`config.mk`:
```
export PLATFORM = sky130hd
export DESIGN_NAME = latch_write_arbiter
export DESIGN_NICKNAME = d
export VERILOG_FILES = /design/src/rtl/latch_write_arbiter.sv
export SDC_FILE = /design/constraint.sdc
export NUM_CORES = 1
export LEC_CHECK = 0
export ABC_AREA = 1
export BUFFER_PORTS_ARGS = -buffer_cell sky130_fd_sc_hd__buf_2
export CAP_MARGIN = 0
export CORE_AREA = 4 4 111 60
export CTS_BUF_LIST = sky130_fd_sc_hd__clkbuf_8 sky130_fd_sc_hd__clkbuf_16
export CTS_CLUSTER_DIAMETER = 100
export DETAILED_ROUTE_END_ITERATION = 6
export DIE_AREA = 0 0 115 64
export GPL_TIMING_DRIVEN = 0
export PLACE_DENSITY = 0.58
export SYNTH_ARGS = -nofsm -noshare
export SYNTH_HDL_FRONTEND = slang
export SYNTH_SLANG_ARGS = --single-unit
```
`constraint.sdc`:
```
create_clock -name CLK -period 3.3 [get_ports CLK]
set_clock_uncertainty 0.2 [all_clocks]
set_input_delay 0.66 -clock CLK [delete_from_list [all_inputs] [get_ports CLK]]
set_output_delay 0.66 -clock CLK [all_outputs]
set_load 0.005 [all_outputs]
```
`src/rtl/latch_write_arbiter.sv`:
```
// Round-robin write arbiter that lets N_REQ requesters share one latch bank.
// Define LATCH_ARB_LOCK_EN to let a locked winner keep the bank for back-to-back writes.
module latch_write_arbiter #(
    parameter int N_REQ    = 4,
    parameter int WIDTH    = 8,
    parameter int HOLD_CYC = 2
) (
    input  logic                   CLK,
    input  logic                   RST,
    input  logic [N_REQ-1:0]       REQ,
    input  logic [N_REQ*WIDTH-1:0] DIN,
    input  logic [N_REQ-1:0]       LOCK,
    output logic [N_REQ-1:0]       GNT,
    output logic [N_REQ-1:0]       ACK,
    output logic                   EN,
    output logic [WIDTH-1:0]       D,
    output logic                   BUSY
);

    localparam int PW = $clog2(N_REQ);
    // Counter is loaded with the last index so that zero marks the final EN cycle.
    localparam logic [3:0] HOLD_LAST = (HOLD_CYC <= 1) ? 4'd0 : 4'(HOLD_CYC - 1);

    // Handshake: REQ is a level; GNT rises one cycle after a REQ is sampled in IDLE,
    // EN follows for HOLD_CYC cycles, and ACK pulses once when the write completes.
    typedef enum logic [1:0] {IDLE, GRANT, WRITE, RELEASE} state_t;

    state_t            state, next_state;
    logic [PW-1:0]     ptr, win, pick;
    logic [PW:0]       cand;
    logic              found;
    logic              relock;
    logic [3:0]        cnt;
    logic [N_REQ-1:0]  pick_onehot;
    logic [WIDTH-1:0]  pick_data, win_data;

    always_comb begin
        pick  = '0;
        found = 1'b0;
        cand  = '0;
        for (int i = 0; i < N_REQ; i++) begin
            cand = {1'b0, ptr} + (PW+1)'(i);
            if (cand >= (PW+1)'(N_REQ)) cand = cand - (PW+1)'(N_REQ);
            if (!found && REQ[cand[PW-1:0]]) begin
                found = 1'b1;
                pick  = cand[PW-1:0];
            end
        end
    end

    always_comb begin
        pick_onehot = '0;
        pick_data   = '0;
        win_data    = '0;
        for (int i = 0; i < N_REQ; i++) begin
            if (PW'(i) == pick) begin
                pick_onehot[i] = 1'b1;
                pick_data      = DIN[i*WIDTH +: WIDTH];
            end
            if (PW'(i) == win) win_data = DIN[i*WIDTH +: WIDTH];
        end
    end

`ifdef LATCH_ARB_LOCK_EN
    assign relock = LOCK[win] & REQ[win];
`else
    logic unused_lock;
    assign unused_lock = ^LOCK;
    assign relock      = 1'b0;
`endif

    always_comb begin
        next_state = state;
        case (state)
            IDLE:    if (found) next_state = GRANT;
            GRANT:   next_state = WRITE;
            WRITE:   if (cnt == 4'd0) next_state = RELEASE;
            RELEASE: next_state = relock ? GRANT : IDLE;
            default: next_state = IDLE;
        endcase
    end

    always_ff @(posedge CLK) begin
        if (RST) begin
            state <= IDLE;
            GNT   <= '0;
            ACK   <= '0;
            EN    <= 1'b0;
            D     <= '0;
            ptr   <= '0;
            win   <= '0;
            cnt   <= 4'd0;
        end else begin
            state <= next_state;
            ACK   <= '0;
            case (state)
                IDLE: begin
                    if (found) begin
                        win <= pick;
                        GNT <= pick_onehot;
                        D   <= pick_data;
                    end
                end
                GRANT: begin
                    EN  <= 1'b1;
                    cnt <= HOLD_LAST;
                end
                WRITE: begin
                    if (cnt == 4'd0) begin
                        EN  <= 1'b0;
                        ACK <= GNT;
                    end else begin
                        cnt <= cnt - 4'd1;
                    end
                end
                RELEASE: begin
                    // A relocked winner keeps GNT and the pointer; only the data is refreshed.
                    if (relock) begin
                        D <= win_data;
                    end else begin
                        GNT <= '0;
                        ptr <= (int'(win) == N_REQ - 1) ? '0 : win + 1'b1;
                    end
                end
                default: ;
            endcase
        end
    end

    assign BUSY = (state != IDLE);

endmodule

```
==> flow_summary.yaml <==
critical_path:
  reg2reg_slack_ns: 1.18
  path_max_fanout: 9
  ff2ff_path_depth: 15
  arrival_ns: 2.08
  rr_endpoint: "D[5]"
  critPathKind: "register to register"
  cp-start-kind: "register"
  cp.required_ns: 3.26
  r2r_start: "ptr[1]"
  critPathCaptureType: "register"
pwr:
  seq_power_share_pct: 28.5
  swShare_pct: 45.31
  leakagePower_nw: 1.082
  max-vdd-ir-drop_mv: 0.2485
  pwr-share-clk_pct: 15.4
  powerDensity_nw_per_um2: 858.5
  p_int_mw: 0.9986
  power_frac_comb_pct: 56.1
  p_sw_mw: 0.8275
timing:
  tns_ns: 0
  setup_viol_count_final: 0
  drv_slew: 0
  fin_crit_sh_pct: 64.26
  hold_viol_final: 0
  rsz0062_at_grt: "false"
  tightestPinTransition_ns: 0.5520
  period_minus_slack_ns: 2.121
  clock.fmax_ghz: 0.4715
  slew_headroom_pct: 62.81
global_routing:
  grt_usage_pct: 11.62
  grt_pass1_wl_mm: 6.824
  grt_pass1_vias: 1445
  grt_max_degree: 17
  overflow: 0
  antenna_found_initial: 0
clock_network:
  clockRootBuffer: "clkbuf_16"
  clockBufferDepth: 2
  cts.sinks: 27
  cts_hold_buffers: 0
  cts_made_buffers: 3
  tritoncts: "yes"
  insertion_delay_ns: 0.26
  clk_pin_slew_ns: 0.07
  post_cts_buffers: 0
  htreeDepth: 1
  cts.repair.resized: 0
floorplan:
  ios: 60
  die-height_um: 64
  rows: 20
  die_width_um: 115
  core_area_um2: 5806
  dieArea_um2: 7360
  floorplan.initialDensity_pct: 28.81
synth:
  syn_inst: 251
  netlist_area_um2: 1673
  yosysSeqAreaShare_pct: 32.31
  avgSynthCellArea_um2: 6.665
  syn_nets: 301
  yosys_warnings: 0
  yosysUniqueCellTypes: 26
  yosys_register_bits: 27
worst_hold_path:
  worstHoldEndpoint: "ACK[0]"
  min-delay-start: "GNT[0]"
  hold_depth: 2
  hold_path_class: "register to register"
layout:
  drive_gt1_share_pct: 27.74
  fin_util_pct: 36.64
  antenna_cells: 0
  nets: 361
  syn_to_final_growth_pct: 27.15
status:
  status: "finished clean"
placed_design:
  dpl.hpwl_mm: 3.639
  routabilityCongestion: 0.8911
  io_buffers: 55
drt:
  ant_nets: 0
  drt-initial-drc-count: 124
  wl_mm: 4.477
  wl_per_cell_um: 11.57
  via_per_inst: 4.473
  vias: 1731
  drc_errors: 0
  dr.pass1.iters: 4
run:
  drv_cap: 0
[layer usage]
metal / wire [um] / GRT usage, %
met3: 363 / 3.690
met4: 23 / 2.489
met1: 2321 / 17.04
met2: 1769 / 16.43
met5: 0 / 0
[worst max-delay path, cell delays in order, from the launching register on]
cell     delay (ns)
dfxtp_1        0.42
inv_2          0.10
nand2_2        0.07
nand2_2        0.08
nand2_1        0.12
nand2_2        0.08
nor2_4         0.11
nand4_1        0.12
nand2_2        0.14
inv_4          0.08
nand2_4        0.12
inv_2          0.08
nand2_1        0.06
nand2_1        0.05
nor2_1         0.14
nor2_1         0.06
[state kept, by name (all words and copies together), names as in the netlist]
signal  count
D           8
cnt         4
win         2
state       2
ACK         4
ptr         2
EN          1
GNT         4
[per-stage QoR]
| stage | power (mW) | instances | hold slack [ns] | setup slack [ns] | area [um2] |
|---|---|---|---|---|---|
| CTS | 1.841 | 387 | 0.2539 | 1.183 | 2127 |
| finish | 1.826 | 387 | 0.2522 | 1.179 | 2127 |
| floorplan | 1.260 | 251 | 0.2379 | 1.240 | 1673 |
| detailed placement | 1.552 | 383 | 0.2416 | 0.9163 | 2044 |
| global route | 1.997 | 387 | 0.2804 | 0.9813 | 2127 |
| global placement | 1.537 | 383 | 0.2405 | 0.9565 | 2044 |
[cell type report]
cell class                      instances  area (um2)
Clock buffer                            3       75.07
Timing Repair Buffer                   55       275.3
Buffer                                  6       52.55
Tap cell                               77       96.34
Sequential cell                        27       540.5
Multi-Input combinational cell        191       973.4
Inverter                               27       106.4
Fill cell                             646        3679
Clock inverter                          1       7.507
[Yosys cell counts]
cell type / count / area, um2
a211oi_1: 1 / 7.510
a21oi_1: 17 / 85.08
and3_1: 1 / 6.260
buf_6: 4 / 45.04
clkbuf_1: 2 / 7.510
dfxtp_1: 27 / 540.5
ha_1: 8 / 100.1
inv_1: 21 / 78.83
inv_2: 4 / 15.01
inv_4: 2 / 12.51
nand2_1: 78 / 292.8
nand2_2: 8 / 50.05
nand2_4: 2 / 22.52
nand3_1: 19 / 95.09
nand3_2: 4 / 40.04
nand4_1: 5 / 31.28
nor2_1: 29 / 108.9
nor2_4: 2 / 22.52
nor2_8: 1 / 20.02
nor3_1: 2 / 10.01
nor3b_1: 1 / 7.510
o211a_1: 1 / 10.01
o21ai_0: 7 / 35.03
o21ai_1: 3 / 15.01
o22ai_1: 1 / 6.260
o31ai_1: 1 / 7.510
[worst max path at each step]
| stage | startpoint | depth (start not counted) | to |
|---|---|---|---|
| floorplan | REQ[3] | 13 | D[4] |
| global placement | REQ[2] | 14 | D[7] |
| detailed placement | REQ[2] | 15 | D[5] |
| CTS | state[0] | 4 | BUSY |
| global route | ptr[1] | 15 | D[5] |
| finish | ptr[1] | 15 | D[5] |
[power groups by stage]
| stage | clock network (mW) | registers [mW] | logic, mW |
|---|---|---|---|
| after floorplan | 0 | 0.520 | 0.740 |
| after global placement | 0 | 0.528 | 1.01 |
| after detailed placement | 0 | 0.526 | 1.03 |
| after CTS | 0.288 | 0.521 | 1.03 |
| after global routing | 0.298 | 0.535 | 1.16 |
| final | 0.281 | 0.520 | 1.03 |
[cell families after synthesis]
| group | count (synthesis) | synth area share [%] |
|---|---|---|
| buffers and inverters | 33 | 9.499 |
| adders and majority gates | 8 | 5.984 |
| DFF | 27 | 32.31 |
| and+or+nand+nor | 152 | 42.26 |
| AOI/OAI and AO/OA | 31 | 9.948 |
[placed cells by master, fill, tap and decap left out, drive strengths merged, types with 2 or more instances in the layout]
master / count
nand2: 88
buf: 59
nor2: 32
dfxtp: 27
inv: 27
nand3: 23
a21oi: 17
o21ai: 10
ha: 8
nand4: 5
clkbuf: 5
nor3: 2
No activity file was read; power rests on OpenSTA's default activity.
